<file path="src/rtl/dma_master.sv">
// dma_master: single-channel word-copy DMA engine on bus master 1, configured via a register port.
// The IE bit and the completion interrupt exist only when DMA_IRQ_EN is defined.
module dma_master #(
    parameter logic [31:0] BASE_MASK = 32'hFFFF_FFFC
) (
    input  logic        clk,
    input  logic        rst_n,
    input  logic        dma_we,
    input  logic [31:0] dma_adr,
    input  logic [31:0] dma_wdata,
    output logic [31:0] dma_rdata,
    output logic        master1_request,
    output logic        master1_we,
    output logic [31:0] master1_adr,
    output logic [31:0] master1_wdata,
    input  logic [31:0] master1_rdata,
    input  logic        hold_flag,
    output logic        int_sig
);
    typedef enum logic [1:0] {IDLE, RD, WR} state_e;
    state_e      state_q, state_d;
    logic [31:0] src_q, src_d, dst_q, dst_d, len_q, len_d;
    logic [31:0] cur_src_q, cur_src_d, cur_dst_q, cur_dst_d, remain_q, remain_d, buf_q, buf_d;
    logic        done_q, done_d, ie_q, ie_d, int_q, int_d;
    logic        busy, wr_src, wr_dst, wr_len, wr_ctrl, start;
    logic        unused_adr;

    assign busy       = state_q != IDLE;
    assign wr_src     = dma_we && dma_adr[3:2] == 2'd0 && !busy;
    assign wr_dst     = dma_we && dma_adr[3:2] == 2'd1 && !busy;
    assign wr_len     = dma_we && dma_adr[3:2] == 2'd2 && !busy;
    assign wr_ctrl    = dma_we && dma_adr[3:2] == 2'd3;
    assign start      = wr_ctrl && dma_wdata[0] && !busy;
    assign unused_adr = ^{dma_adr[31:4], dma_adr[1:0]};

    assign dma_rdata = dma_adr[3:2] == 2'd0 ? src_q :
                       dma_adr[3:2] == 2'd1 ? dst_q :
                       dma_adr[3:2] == 2'd2 ? len_q :
                       {28'd0, ie_q, done_q, busy, 1'b0};

    assign master1_request = busy;
    assign master1_we      = state_q == WR;
    assign master1_adr     = state_q == RD ? cur_src_q : state_q == WR ? cur_dst_q : 32'd0;
    assign master1_wdata   = state_q == WR ? buf_q : 32'd0;
    assign int_sig         = int_q;

    always_comb begin
        state_d   = state_q;
        src_d     = wr_src ? dma_wdata & BASE_MASK : src_q;
        dst_d     = wr_dst ? dma_wdata & BASE_MASK : dst_q;
        len_d     = wr_len ? dma_wdata : len_q;
        cur_src_d = cur_src_q;
        cur_dst_d = cur_dst_q;
        remain_d  = remain_q;
        buf_d     = buf_q;
        // DONE is cleared first so a same-cycle completion set overrides it
        done_d    = wr_ctrl && dma_wdata[2] ? 1'b0 : done_q;
`ifdef DMA_IRQ_EN
        ie_d      = wr_ctrl ? dma_wdata[3] : ie_q;
        int_d     = done_q & ie_q;
`else
        ie_d      = 1'b0;
        int_d     = 1'b0;
`endif
        case (state_q)
            IDLE: if (start) begin
                if (len_q == 32'd0) begin
                    done_d = 1'b1;
                end else begin
                    cur_src_d = src_q;
                    cur_dst_d = dst_q;
                    remain_d  = len_q;
                    state_d   = RD;
                end
            end
            RD: if (!hold_flag) begin
                buf_d   = master1_rdata;
                state_d = WR;
            end
            WR: if (!hold_flag) begin
                cur_src_d = cur_src_q + 32'd4;
                cur_dst_d = cur_dst_q + 32'd4;
                remain_d  = remain_q - 32'd1;
                state_d   = remain_q == 32'd1 ? IDLE : RD;
                done_d    = remain_q == 32'd1 ? 1'b1 : done_d;
            end
            default: state_d = IDLE;
        endcase
    end

    always_ff @(posedge clk or negedge rst_n) begin
        if (!rst_n) begin
            state_q   <= IDLE;
            src_q     <= '0;
            dst_q     <= '0;
            len_q     <= '0;
            cur_src_q <= '0;
            cur_dst_q <= '0;
            remain_q  <= '0;
            buf_q     <= '0;
            done_q    <= 1'b0;
            ie_q      <= 1'b0;
            int_q     <= 1'b0;
        end else begin
            state_q   <= state_d;
            src_q     <= src_d;
            dst_q     <= dst_d;
            len_q     <= len_d;
            cur_src_q <= cur_src_d;
            cur_dst_q <= cur_dst_d;
            remain_q  <= remain_d;
            buf_q     <= buf_d;
            done_q    <= done_d;
            ie_q      <= ie_d;
            int_q     <= int_d;
        end
    end
endmodule

</file>
<file path="config.mk">
export PLATFORM = sky130hd
export DESIGN_NAME = dma_master
export DESIGN_NICKNAME = d
export VERILOG_FILES = /design/src/rtl/dma_master.sv
export SDC_FILE = /design/constraint.sdc
export NUM_CORES = 1
export LEC_CHECK = 0
export BUFFER_PORTS_ARGS = -buffer_cell sky130_fd_sc_hd__buf_4
export CAP_MARGIN = 30
export CORE_ASPECT_RATIO = 2
export CORE_MARGIN = 4
export CORE_UTILIZATION = 35
export DETAILED_ROUTE_END_ITERATION = 6
export GPL_ROUTABILITY_DRIVEN = 0
export GPL_TIMING_DRIVEN = 0
export PLACE_DENSITY = 0.66
export SLEW_MARGIN = 40
export SYNTH_ARGS = -nofsm -noshare
export SYNTH_HDL_FRONTEND = slang
export SYNTH_SLANG_ARGS = --single-unit
</file>
<file path="constraint.sdc">
create_clock -name clk -period 3.4 [get_ports clk]
set_input_delay 1.02 -clock clk [delete_from_list [all_inputs] [get_ports clk]]
set_output_delay 1.02 -clock clk [all_outputs]
set_load 0.02 [all_outputs]
</file>
==> results of run 1 <==
-- power groups by stage --
stage	combinational [mW]	sequential (mW)	clock [mW]
global placement	5.87	5.43	0
global route	6.64	5.72	2.58
CTS	6.10	5.47	2.48
finish	6.17	5.59	2.45
detailed placement	6.03	5.50	0
floorplan	3.98	4.81	0
-- synthesized netlist by cell type (12+ instances only) --
cell type | instances | share of area, %
a21oi_1 | 55 | 2.3
a22o_1 | 25 | 1.9
a2bb2oi_1 | 14 | 1.0
a31oi_1 | 20 | 1.1
and2_1 | 36 | 1.9
and3_1 | 12 | 0.64
buf_1 | 12 | 0.38
clkbuf_1 | 68 | 2.2
dfrtp_1 | 219 | 46
inv_1 | 16 | 0.51
mux2_2 | 125 | 12
mux2i_1 | 46 | 3.9
nand2_1 | 98 | 3.1
nand3_1 | 32 | 1.4
nand4_1 | 24 | 1.3
nor2_1 | 90 | 2.9
nor3_1 | 26 | 1.1
nor4_1 | 24 | 1.3
o21ai_0 | 83 | 3.5
o22ai_1 | 22 | 1.2
-- cells by family (layout without fill, tap and decap cells) --
| family | Yosys count | count (layout) |
|---|---|---|
| AOI/OAI and AO/OA | 301 | 301 |
| DFF | 219 | 219 |
| muxes | 172 | 172 |
| adders and majority gates | 4 | 4 |
| buffers and inverters | 103 | 305 |
| other | 1 | 3 |
| and+or+nand+nor | 389 | 389 |
-- how the worst max path moves through the flow --
stage,start,endpoint,cells after the start
after floorplan,dma_adr[2],dma_rdata[23],4
after global placement,dma_adr[2],cur_src_q[23],7
after detailed placement,dma_adr[2],cur_src_q[23],7
after CTS,dma_adr[2],dma_rdata[15],5
after global routing,dma_adr[2],dma_rdata[11],5
final,state_q[0],master1_adr[23],6
-- sequential cells by signal, indices dropped and copies added (netlist names) --
register	count
len_q	32
done_q	1
cur_dst_q	30
dst_q	30
src_q	30
state_q	2
remain_q	32
buf_q	32
cur_src_q	30
-- layer usage --
layer,up-vias,GRT usage [%],routed length [µm]
met5,-,0,0
met4,0,20.9,5020
met3,246,4.83,4030
met2,705,45.1,24100
met1,5500,28.2,15400
li1,4804,-,-
-- stage by stage --
stage	setup slack (ps)	std cells	util [%]	hold WS, ps	power (mW)
after floorplan	5.21	1191	-	472	8.79
after detailed placement	-1070	1790	41.4	487	11.5
after global routing	1.99	1825	43.9	399	14.9
after global placement	-1070	1786	41.0	481	11.3
final	24.0	1825	43.9	385	14.2
after CTS	-0.878	1826	43.7	391	14.0
-- worst reg2reg max path: cells and delay by family, from the launching register on --
kind	cells	cell delay (ps)
AND/OR/NAND/NOR	2	1010
AO/OA/AOI/OAI	2	740
buffers and inverters	1	740
flip-flops	1	430
-- final cells by class --
cell class	instances	area share, %
buffer	85	3.02
clock buffer	26	3.89
clock inverter	11	0.863
inverter	16	0.414
multi-input combinational	869	41.2
sequential	219	37.8
tap	432	3.73
timing repair buffer	167	9.09
-- cells in the final DEF, fill, tap and decap left out, types with 7 or more instances in the layout --
master       n
a22o_1      25
clkbuf_2    14
a31oi_1     20
or4_1       10
o32a_1       8
inv_1       16
nand2_1     98
o21ai_0     81
nor2_1      89
mux2_2     125
and3_1      12
o22ai_1     22
and2_1      36
clkbuf_1    43
nand3_1     32
a22oi_1     11
clkbuf_16   21
a21oi_1     55
dfrtp_1    218
nand4_1     24
a32oi_1      7
a2bb2oi_1   14
nor4_1      20
nor3_1      23
or3_1        7
mux2i_1     46
buf_4      170
clkbuf_4    10
==> impl_metrics.env, run 1 <==
export IMPL_postLayoutCellArea_um2=14500
export IMPL_placement_io_buffers=163
export IMPL_synth_flop_cell="dfrtp_1"
export IMPL_power_frac_clock_pct=17.2
export IMPL_post_synth_and_or_nand_nor_area_fraction_pct=16.5
export IMPL_pwr_share_comb_pct=43.4
export IMPL_ant_nets=0
export IMPL_dieArea_um2=36900
export IMPL_synthXorXnorAreaFrac_pct=0
export IMPL_syn_area_um2=11800
export IMPL_numCtsBuffers=21
export IMPL_outcome="finished clean"
export IMPL_synth_compound_area_share_pct=17.0
export IMPL_starting_density_of_the_core_pct=35.7
export IMPL_synth_area_per_cell_um2=9.91
export IMPL_rsz0062_at_grt="no"
export IMPL_relSlewSlack_pct=38.4
export IMPL_crit_path_cell_trace="nand2b_2 -> inv_1 -> clkbuf_4 -> buf_2 -> a22o_1 -> buf_4"
export IMPL_timing_final_max_slew_violations=0
export IMPL_power_switching_share_pct=44.3
export IMPL_slowest_delay_ps=440
export IMPL_synth_async_reset_ratio_pct=100
export IMPL_criticalPathCategory="reg -> out"
export IMPL_firstDrtPassIters=6
export IMPL_seq_area_frac_synth_pct=46.5
export IMPL_cts_path_max_buffers=3
export IMPL_antenna_violations_before_repair=0
export IMPL_critPathBufInv=4
export IMPL_synth_mux_area_share_pct=16.0
export IMPL_ys_warnings_count=0
export IMPL_floorplan_core_area_um2=33000
export IMPL_nNetsFinal=1483
export IMPL_placement_rows=94
export IMPL_grt_start_max_net_pins=70
export IMPL_worst_setup_path_end_kind="primary output"
export IMPL_via_count=11300
export IMPL_seqCellArea_um2=5480
export IMPL_dpl_cell_area_um2=13700
export IMPL_finalCriticalPeriod_ps=3380
export IMPL_synthToLayoutAreaGrowth_pct=23.0
export IMPL_hold_class="in -> async"
export IMPL_power_net_switching_mw=6.29
export IMPL_cts_hold_repair_buffers=0
export IMPL_route_detailed_vias_per_inst=6.17
export IMPL_arr_time_crit_path_ps=2360
export IMPL_avgRoutedWirePerCell_um=26.6
export IMPL_clock_sinks=219
export IMPL_n_antenna_cell=0
export IMPL_ffs_latches_synth=219
export IMPL_finalHoldViolations=0
export IMPL_count_of_flip_flops_with_a_built_in_enable_after_synthesis=0
export IMPL_multi_input_area_um2=5970
export IMPL_first_pass_grt_wire_length_um=72300
export IMPL_die_height_um=268
export IMPL_skew_ps=18.0
export IMPL_cp_data_required_time_ps=2380
export IMPL_crit_family="buffers and inverters"
export IMPL_deepest_level_of_the_cts_h_tree=1
export IMPL_worst_r2r_path_depth=5
export IMPL_die_width_um=138
export IMPL_layout_drive_gt1_share_pct=28.2
export IMPL_slew_worst_pin_ps=924
export IMPL_r2r_slack_ps=320
export IMPL_grt_util_all_layers_pct=26.5
export IMPL_final_period_utilization_pct=99.3
export IMPL_timing_setup_tns_ps=0
export IMPL_first_global_vias=11500
export IMPL_routed_wl_um=48500
export IMPL_drc_errors=0
export IMPL_worst_setup_hold_path_clk_slew_ps=70
export IMPL_worstSetupStartpointType="flop"
export IMPL_setup_violations_final=0
export IMPL_tritoncts_clock_tree="built"
export IMPL_timing_rr_start="len_q[6]"
export IMPL_vdd_drop_max_v=0.000506
export IMPL_synth_distinct_cells=72
export IMPL_synth_top_family_by_area="compound AO/OA/AOI/OAI gates"
export IMPL_detailedPlacementHpwl_um=35700
export IMPL_max_cap_viols=0
export IMPL_seqPwrFrac_pct=39.3
export IMPL_detailed_router_s_first_iteration_violation_count=1135
export IMPL_cts_resized_gates=44
export IMPL_critical_path_peak_fanout=10
export IMPL_grt_overflow_total=0
export IMPL_syn_instance_count=1189
export IMPL_timing_fmax_mhz=296
export IMPL_worstReg2RegEnd="cur_dst_q[19]"
export IMPL_synthAdderAreaFrac_pct=0.425
export IMPL_fillers=3227
export IMPL_worst_skew_pair_late_latency_ps=520
export IMPL_power_density_nw_per_um2=980
export IMPL_leakage_nw=6.14
export IMPL_pin_count=199
export IMPL_cts_root_buf="clkbuf_16"
export IMPL_cts_setup_buffers=0
export IMPL_critical_path_slowest_cell="dfrtp_1"
export IMPL_power_report_internal_total_mw=7.92
(Power assumes the default switching activity.)
==> run 2, diff against run 1 <==
Settings changed: ABC_AREA set to 1.
Clock period 3.4 ns to 3.6 ns, I/O delays scaled along.
==> run 2 against run 1 <==
Net effect: the run now ends with design-rule violations left; clock-buffer cell count grew 3; register-to-register slack improved by 260 ps; sequential share of layout area down 2.7 points; sequential power down 17%; area after synthesis is 8.5% higher; global-route usage rose by 1.0 points; combinational power is 13% higher; worst hold slack better by 37 ps; core utilization down 0.36 points; non-clock buffer count is 3 higher; final cell count up 41%; clock power about the same.
==> impl_metrics.env, run 2 <==
export IMPL_crit_family="buffers and inverters"
export IMPL_via_count=14100
export IMPL_synth_top_cell_by_area="dfrtp_1"
export IMPL_synth_async_reset_ratio_pct=100
export IMPL_power_density_nw_per_um2=897
export IMPL_largest_registers="buf_q (32), len_q (32), remain_q (32)"
export IMPL_most_frequent_cells_in_the_layout="nand2_1 (632), nor2_1 (259), dfrtp_1 (219), inv_1 (214), buf_4 (179)"
export IMPL_drc_errors=2
export IMPL_timing_final_max_slew_violations=0
export IMPL_dpl_cell_count=2536
export IMPL_synth_most_common_cell="nand2_1"
export IMPL_synth_flop_cell="dfrtp_1"
export IMPL_synthToLayoutAreaGrowth_pct=22.2
export IMPL_critical_path_peak_fanout=10
export IMPL_layout_drive_gt1_share_pct=13.4
export IMPL_synth_area_per_cell_um2=6.67
export IMPL_timing_fmax_mhz=282
export IMPL_floorplan_core_area_um2=35900
export IMPL_deepest_level_of_the_cts_h_tree=1
export IMPL_cts_root_buf="clkbuf_16"
export IMPL_seq_area_frac_synth_pct=42.8
export IMPL_numCtsBuffers=21
export IMPL_grt_start_max_net_pins=72
export IMPL_relSlewSlack_pct=40.6
export IMPL_finalCriticalPeriod_ps=3550
export IMPL_finalNonFillerCells=2576
export IMPL_ys_warnings_count=0
export IMPL_tritoncts_clock_tree="built"
export IMPL_rsz0062_at_grt="no"
export IMPL_critical_path_slowest_cell="o211ai_1"
export IMPL_cp_data_required_time_ps=2520
export IMPL_route_detailed_vias_per_inst=5.48
export IMPL_syn_area_um2=12800
export IMPL_die_height_um=278
export IMPL_setup_violations_final=0
export IMPL_dieArea_um2=39900
export IMPL_synth_distinct_cells=34
export IMPL_skew_ps=14.4
export IMPL_first_global_vias=14400
export IMPL_max_cap_viols=0
export IMPL_routed_wl_um=55200
export IMPL_most_frequent_standard_cell_in_the_layout_excluding_fill_and_tap_cells="nand2_1"
export IMPL_antenna_violations_before_repair=0
export IMPL_outcome="finished, violations left"
export IMPL_avgRoutedWirePerCell_um=21.4
export IMPL_count_of_flip_flops_with_a_built_in_enable_after_synthesis=0
export IMPL_detailedPlacementHpwl_um=43200
export IMPL_crit_path_cell_trace="buf_4 -> inv_1 -> nor2_4 -> inv_4 -> clkbuf_4 -> o211ai_1 -> buf_4"
export IMPL_n_antenna_cell=0
export IMPL_starting_density_of_the_core_pct=35.6
export IMPL_violations="design-rule violations"
export IMPL_cts_hold_repair_buffers=0
export IMPL_syn_instance_count=1917
export IMPL_nNetsFinal=2216
export IMPL_hold_class="in -> async"
export IMPL_timing_hold_ws_ps=422
export IMPL_slowest_delay_ps=290
export IMPL_criticalPathCategory="in -> out"
export IMPL_die_width_um=143
export IMPL_postLayoutCellArea_um2=15600
export IMPL_cts_path_max_buffers=3
export IMPL_grt_util_all_layers_pct=27.5
export IMPL_worst_setup_path_end_kind="primary output"
export IMPL_slew_worst_pin_ps=890
export IMPL_firstDrtPassIters=7
export IMPL_leakage_nw=7.66
export IMPL_finalHoldViolations=0
export IMPL_first_pass_grt_wire_length_um=82900
export IMPL_synth_common_cells="nand2_1 (633), nor2_1 (262), dfrtp_1 (219), inv_1 (215), o21ai_0 (166)"
export IMPL_worst_skew_pair_late_latency_ps=530
export IMPL_clock_sinks=219
export IMPL_vdd_drop_max_v=0.000560
export IMPL_synth_top_cells_by_area="dfrtp_1 (43%), nand2_1 (19%), nor2_1 (7.7%), o21ai_0 (6.5%), inv_1 (6.3%)"
export IMPL_final_period_utilization_pct=98.6
export IMPL_placement_rows=98
export IMPL_dpl_cell_area_um2=14700
export IMPL_arr_time_crit_path_ps=2470
export IMPL_grt_overflow_total=0
export IMPL_worstSetupStartpointType="input port"
export IMPL_ffs_latches_synth=219
export IMPL_placement_io_buffers=164
export IMPL_detailed_router_s_first_iteration_violation_count=1471
export IMPL_worst_setup_hold_path_clk_slew_ps=60
export IMPL_synth_top_area_share_pct=42.8
export IMPL_fillers=3722
export IMPL_critical_path_top_cell_by_count="buf_4"
export IMPL_pin_count=199
export IMPL_ant_nets=0
export IMPL_critPathBufInv=5
## run 2: cells by family after synthesis
group / synth area share (%)
AND/OR/NAND/NOR: 33.9
buffers and inverters: 9.51
other: 0.0293
adder cells (fa/ha/maj): 0.391
AO/OA/AOI/OAI: 12.9
flip-flops: 42.8
multiplexers: 0.0880
XOR/XNOR: 0.342
## run 2: worst paths after layout
check | slack (ps) | from | cells after the start | end
worst max register to register | 580 | cur_src_q[2] | 10 | cur_src_q[10]
worst min register to register | 490 | dst_q[31] | 2 | dst_q[31]
worst max-delay path | 50 | dma_adr[3] | 7 | dma_rdata[13]
max in group asynchronous | 1770 | rst_n | 4 | src_q[25]
min in group clk | 490 | dst_q[31] | 2 | dst_q[31]
worst min-delay path | 420 | rst_n | 1 | src_q[4]
## run 2: layout make-up
class | instances | area [µm²] | share of cell area [%]
flip-flops and latches | 219 | 5480 | 35.1
plain buffers | 82 | 417 | 2.67
clock inverters | 8 | 118 | 0.752
inverters | 220 | 833 | 5.33
repair buffers | 173 | 1370 | 8.74
well taps | 450 | 563 | 3.60
multi-input cells | 1395 | 6250 | 40.0
clock buffers | 29 | 606 | 3.87
## run 2: power by group
part           switching, mW  internal (mW)  total [mW]  leakage [nW]
clock network           1.03           1.39        2.42         0.356
registers               1.08           3.56        4.64          2.71
logic                   4.74           2.23        6.96          4.59
total                   6.84           7.18        14.0          7.66
## run 2: timing repair
action                     4_1_cts  5_1_grt
buffers inserted                 6        0
hold endpoints to repair         0        0
gates resized for setup         29       21
setup endpoints to repair       94       49
pin swaps                        3        0
## run 2: per-layer routing
metal	part of all wire [%]	GRT usage, %
met2	52	49.4
met1	31	27.0
met4	10	23.1
met3	6.4	3.78
met5	0	0
## run 2: per-stage QoR
stage	setup TNS (ps)	utilization, %	worst slack (ps)	power, mW
3_5_place_dp	-15610	40.9	-675	11.3
5_1_grt	0	43.5	30.8	14.9
4_1_cts	0	43.2	0.526	13.8
2_1_floorplan	0	-	151	8.52
6_report	0	43.5	50.0	14.0
3_3_place_gp	-74260	40.6	-652	11.1
